`config.mk`:
```
export PLATFORM = sky130hd
export DESIGN_NAME = ofm_writer
export DESIGN_NICKNAME = d
export VERILOG_FILES = /design/src/rtl/ofm_writer_pkg.sv /design/src/rtl/ofm_writer_sat_shift.sv /design/src/rtl/ofm_writer.sv
export SDC_FILE = /design/constraint.sdc
export NUM_CORES = 1
export LEC_CHECK = 0
export CAP_MARGIN = 30
export CORE_MARGIN = 3
export CORE_UTILIZATION = 30
export CTS_BUF_LIST = sky130_fd_sc_hd__clkbuf_4
export CTS_CLUSTER_DIAMETER = 100
export DETAILED_ROUTE_END_ITERATION = 10
export GPL_ROUTABILITY_DRIVEN = 0
export PLACE_DENSITY = 0.6
export SLEW_MARGIN = 30
export SYNTH_ARGS = -nofsm -noshare
export SYNTH_HDL_FRONTEND = slang
export SYNTH_SLANG_ARGS = --single-unit
```
`constraint.sdc`:
```
create_clock -name clock -period 2.7 [get_ports clock]
set_input_delay 0.405 -clock clock [delete_from_list [all_inputs] [get_ports clock]]
set_output_delay 0.405 -clock clock [all_outputs]
set_load 0.02 [all_outputs]
```
`src/rtl/ofm_writer_pkg.sv`:
```
// Shared layer constants, widths and controller state encoding for the
// output feature-map write-back path.
package ofm_writer_pkg;

  localparam int K_DEF        = 5;
  localparam int IN_CH_DEF    = 1;
  localparam int OUT_SIZE_DEF = 28;
  localparam int OUT_CH_DEF   = 6;

  localparam int ADDR_W = 16;
  localparam int DATA_W = 16;
  localparam int ACC_W  = 32;

  typedef enum logic [1:0] {
    IDLE = 2'd0,
    RUN  = 2'd1,
    DONE = 2'd2
  } state_t;

endpackage

```
`src/rtl/ofm_writer_sat_shift.sv`:
```
// Result stage: arithmetic right shift of the accumulator, saturation to
// 16-bit signed and optional ReLU clamp. Purely combinational.
module sat_shift
  import ofm_writer_pkg::*;
#(
  parameter int FRAC = 8,
  parameter int RELU = 1
) (
  input  logic signed [ACC_W-1:0]  sum,
  output logic signed [DATA_W-1:0] result
);

  logic signed [ACC_W-1:0] shifted;

  always_comb begin
    shifted = sum >>> FRAC;
    if (shifted > 32'sd32767) begin
      result = 16'sh7fff;
    end else if (shifted < -32'sd32768) begin
      result = 16'sh8000;
    end else begin
      result = shifted[DATA_W-1:0];
    end
    if ((RELU != 0) && result[DATA_W-1]) begin
      result = '0;
    end
  end

endmodule

```
`src/rtl/ofm_writer.sv`:
```
// Output write-back controller: accumulates K*K*IN_CH products per pixel and
// writes the scaled result to the output buffer in m/r/c order.
//
// state | meaning
// IDLE  | waiting for start, prod_ready low
// RUN   | accepting products, writing one result per completed pixel
// DONE  | final write cycle, done pulses, returns to IDLE
module ofm_writer
  import ofm_writer_pkg::*;
#(
  parameter int K        = K_DEF,
  parameter int IN_CH    = IN_CH_DEF,
  parameter int OUT_SIZE = OUT_SIZE_DEF,
  parameter int OUT_CH   = OUT_CH_DEF,
  parameter int FRAC     = 8,
  parameter int RELU     = 1
) (
  input  logic              clock,
  input  logic              reset_n,
  input  logic              start,
  input  logic              prod_valid,
  input  logic [DATA_W-1:0] prod_data,
  output logic              prod_ready,
  output logic              out_ena,
  output logic [7:0]        out_wea,
  output logic [ADDR_W-1:0] out_addr,
  output logic [DATA_W-1:0] out_din,
  output logic              busy,
  output logic              done
);

  localparam int PIX_N = K * K * IN_CH;
  localparam int CNT_W = $clog2(PIX_N + 1);
  localparam int POS_W = $clog2(OUT_SIZE + 1);

  state_t                   state;
  logic [CNT_W-1:0]         acc_cnt;
  logic [POS_W-1:0]         c;
  logic [POS_W-1:0]         r;
  logic [2:0]               m;
  logic signed [ACC_W-1:0]  acc;
  logic signed [ACC_W-1:0]  sum;
  logic signed [DATA_W-1:0] result;
  logic [ADDR_W-1:0]        pix_addr;
  logic                     accept;
  logic                     pix_last;
  logic                     c_last;
  logic                     r_last;
  logic                     m_last;

  assign accept   = prod_valid && prod_ready;
  assign sum      = acc + {{(ACC_W-DATA_W){prod_data[DATA_W-1]}}, prod_data};
  assign pix_last = (acc_cnt == CNT_W'(PIX_N - 1));
  assign c_last   = (c == POS_W'(OUT_SIZE - 1));
  assign r_last   = (r == POS_W'(OUT_SIZE - 1));
  assign m_last   = (m == 3'(OUT_CH - 1));
  assign pix_addr = ADDR_W'(r) * ADDR_W'(OUT_SIZE) + ADDR_W'(c);

  sat_shift #(
    .FRAC (FRAC),
    .RELU (RELU)
  ) u_sat_shift (
    .sum    (sum),
    .result (result)
  );

  always_ff @(posedge clock or negedge reset_n) begin
    if (!reset_n) begin
      state      <= IDLE;
      acc_cnt    <= '0;
      c          <= '0;
      r          <= '0;
      m          <= '0;
      acc        <= '0;
      prod_ready <= 1'b0;
      busy       <= 1'b0;
      done       <= 1'b0;
      out_ena    <= 1'b0;
      out_wea    <= '0;
      out_addr   <= '0;
      out_din    <= '0;
    end else begin
      out_ena <= 1'b0;
      out_wea <= '0;
      done    <= 1'b0;
      case (state)
        IDLE: begin
          if (start) begin
            state      <= RUN;
            prod_ready <= 1'b1;
            busy       <= 1'b1;
            acc_cnt    <= '0;
            c          <= '0;
            r          <= '0;
            m          <= '0;
            acc        <= '0;
          end
        end
        RUN: begin
          if (accept) begin
            if (!pix_last) begin
              acc     <= sum;
              acc_cnt <= acc_cnt + CNT_W'(1);
            end else begin
              // Write captures the pixel being completed, before the counters advance
              acc      <= '0;
              acc_cnt  <= '0;
              out_ena  <= 1'b1;
              out_wea  <= 8'd1 << m;
              out_addr <= pix_addr;
              out_din  <= result;
              if (!c_last) begin
                c <= c + POS_W'(1);
              end else begin
                c <= '0;
                if (!r_last) begin
                  r <= r + POS_W'(1);
                end else begin
                  r <= '0;
                  if (!m_last) begin
                    m <= m + 3'd1;
                  end else begin
                    m          <= '0;
                    state      <= DONE;
                    prod_ready <= 1'b0;
                    busy       <= 1'b0;
                    done       <= 1'b1;
                  end
                end
              end
            end
          end
        end
        DONE:    state <= IDLE;
        default: state <= IDLE;
      endcase
    end
  end

endmodule
```
==> metrics.csv <==
stage;metric;value;unit
synth;synth_top_cell_area_share;36.4;%
layout;fin_nets;967;
routing;wl_per_cell;16.0;um
synth;synth.cell_area;0.00612;mm^2
synth;ys_types;72;
timing;finalHoldViolations;0;
synth;synth-seq-cells;89;
clock_network;root_buffer;clkbuf_4;
routing;via_per_inst;5.04;
die;core_area;0.0198;mm^2
synth;synthTopCellsByArea;dfrtp_1 36%, ha_1 10%, nand2_1 6.0%;
timing;worst_pin_slew;541;ps
clock_network;path_clk_slew;170;ps
synth;yosysSeqAreaShare;36.4;%
timing;setup_ws;-185;ps
global_route;grt_antenna_before_repair;1;
placed_design;dp_hpwl;13.6;mm
synth;synth_top_area_cell;dfrtp_1;
setup_path;crit_path_max_incr_delay;440;ps
clock_network;cts_made_buffers;9;
timing;fin_crit;2890;ps
layout;most-common-layout-cells;155 x buf_4, 94 x nand2_1, 88 x dfrtp_1;
die;dieArea;0.0221;mm^2
synth;synth.avg_cell_area;8.91;um^2
synth;synth_edf_count;0;
layout;drive_gt1_share;33.3;%
die;floorplan.die.height;149;um
routing;ant_nets;0;
setup_path;critical_path_class;register to register;
clock_network;cts.sinks;89;
synth;ys.flop_type;dfrtp_1;
layout;mostFrequentLayoutCell;buf_4;
synth;yosys_warnings;0;
global_route;grt_max_degree;41;
timing;tns;-2420;ps
routing;drt_pass1_iterations;5;
setup_path;required;3070;ps
die;die_w;149;um
global_route;grt_util_all_layers;16.5;%
synth;syn_inst;687;
placed_design;portBuffers;57;
clock_network;h-tree-depth;3;
pwr;ir_drop;342;uV
routing;drt_iter0_drc;308;
die;initial_core_util;30.9;%
routing;wl;18.6;mm
timing;max_freq;347;MHz
outcome;violations;negative setup slack;
timing;finClkSkew;21.6;ps
timing;grt_setup_unrepaired;yes;
die;num_rows;51;
die;num_io_pins;64;
routing;via_count;5857;
job;cap_violations;0;
global_route;grt.overflow.total;0;
timing;slew_headroom;63.7;%
pwr;p_leak;4.00;nW
setup_path;slowest_stage;dfrtp_1;
setup_path;startpoint_type;register;
timing;slew_violations;0;
setup_path;endpoint_kind;register;
setup_path;rrSetupSlack;-190;ps
global_route;grt_pass1_wl;29.5;mm
global_route;grt_pass1_vias;5736;
synth;synthArstFlopShare;100;%
timing;setup_violations;15;
setup_path;crit_path_cell_trace;ha_4 > nor3_2 > nor4b_4 > buf_4 > a211oi_2 > buf_4 > nor3_4 > or3_4 > a32oi_4 > nand4_4 > nor2_2 > o21ai_1;
pwr;power.density;912;mW/mm^2
outcome;status;complete, but fails checks;
setup_path;cpMostUsedCell;buf_4;
timing;fin_crit_sh;107;%
setup_path;arrival;3260;ps
setup_path;crit_fanout;8;
clock_network;clockBufferDepth;2;
worst_hold_path;hold_class;input port to asynchronous set/reset pin;
routing;drc_errors;0;
layout;area_growth;45.3;%
clock_network;cts_tree;done;
clock_network;clk_latency;500;ps
pwr;power.total;8.11;mW
## worst max-delay path: cells and delay by family, from the launching register on
kind | cells | cell delay, ps
simple gates | 6 | 1180
fa+ha+maj | 1 | 200
buf+inv | 2 | 320
compound gates | 3 | 620
flops | 1 | 440
## logic make-up after synthesis
| group | synth area share, % |
|---|---|
| compound gates | 23.6 |
| simple gates | 19.2 |
| buf+inv | 4.17 |
| flops | 36.4 |
| xor+xnor | 4.29 |
| fa+ha+maj | 12.3 |
| other cells | 0.0613 |
## synthesized netlist by cell type, types with 8 or more instances
master and n:
nand3_1 22, nand2_1 98, o21ai_1 12, xnor2_1 12, a21o_1 9, o21ai_0 64, o31ai_1 8, dfrtp_1 89
nor2_1 49, nand4_1 8, o211ai_1 9, a21oi_1 49, clkbuf_1 15, and2_1 8, buf_4 10, a22o_1 18
inv_1 15, xor2_1 18, ha_1 49, nor3_1 10
## state kept, by name, summed over array words and instances, names as in the netlist
name / cells
out_din: 15
r: 5
busy: 1
c: 5
acc_cnt: 5
out_wea: 8
out_addr: 11
acc: 32
done: 1
m: 3
out_ena: 1
state: 2
## report_power, final
part           internal, mW  leakage [nW]  total, mW  switching, mW
logic                  2.56          2.72       5.21           2.65
registers              1.69          1.19       1.99          0.298
clock network         0.385        0.0889      0.905          0.520
## layout make-up
cell class	instances	area, um^2
fillers	1938	10900
multi-input cells	555	4240
flip-flops and latches	89	2230
repair buffers	220	1860
well taps	265	332
clock inverters	6	97.6
clock buffers	9	67.6
inverters	16	60.1
diodes	1	2.50
## through the flow
step           cell area (um^2)  instances  hold WS, ps  setup slack, ps  util (%)
2_1_floorplan              6160        692          109             23.6         -
3_3_place_gp               7950       1121          420             -921      40.2
3_5_place_dp               7950       1121          423             -978      40.2
4_1_cts                    8510       1148          405             -181      43.0
5_1_grt                    8890       1161          439             -314      44.9
6_report                   8890       1161          415             -185      44.9
## path summary, 6_finish.rpt
kind / from / endpoint / cells past startpoint
min reg2reg: state[1] / state[0] / 1
min in group clock: state[1] / state[0] / 1
max: acc[6] / out_din[14] / 12
max reg2reg: acc[6] / out_din[14] / 12
max in group asynchronous: reset_n / acc[19] / 3
min: reset_n / m[1] / 2
## metal layers
metal	vias to the layer above	global-route usage, %	part of all wire (%)
met4	0	5.17	2.5
met5	-	0	0
li1	2882	-	-
met3	28	2.40	4.0
met1	2805	22.1	45
met2	142	27.8	49
## what timing repair did
item	in CTS	in global routing
hold buffers	1	0
gates cloned	2	1
buffers inserted	9	11
endpoints found under the hold margin	38	0
resized for setup	62	62
pin swaps	37	41
endpoints found under the setup margin	19	24
Power figures use the tool's default switching activity.
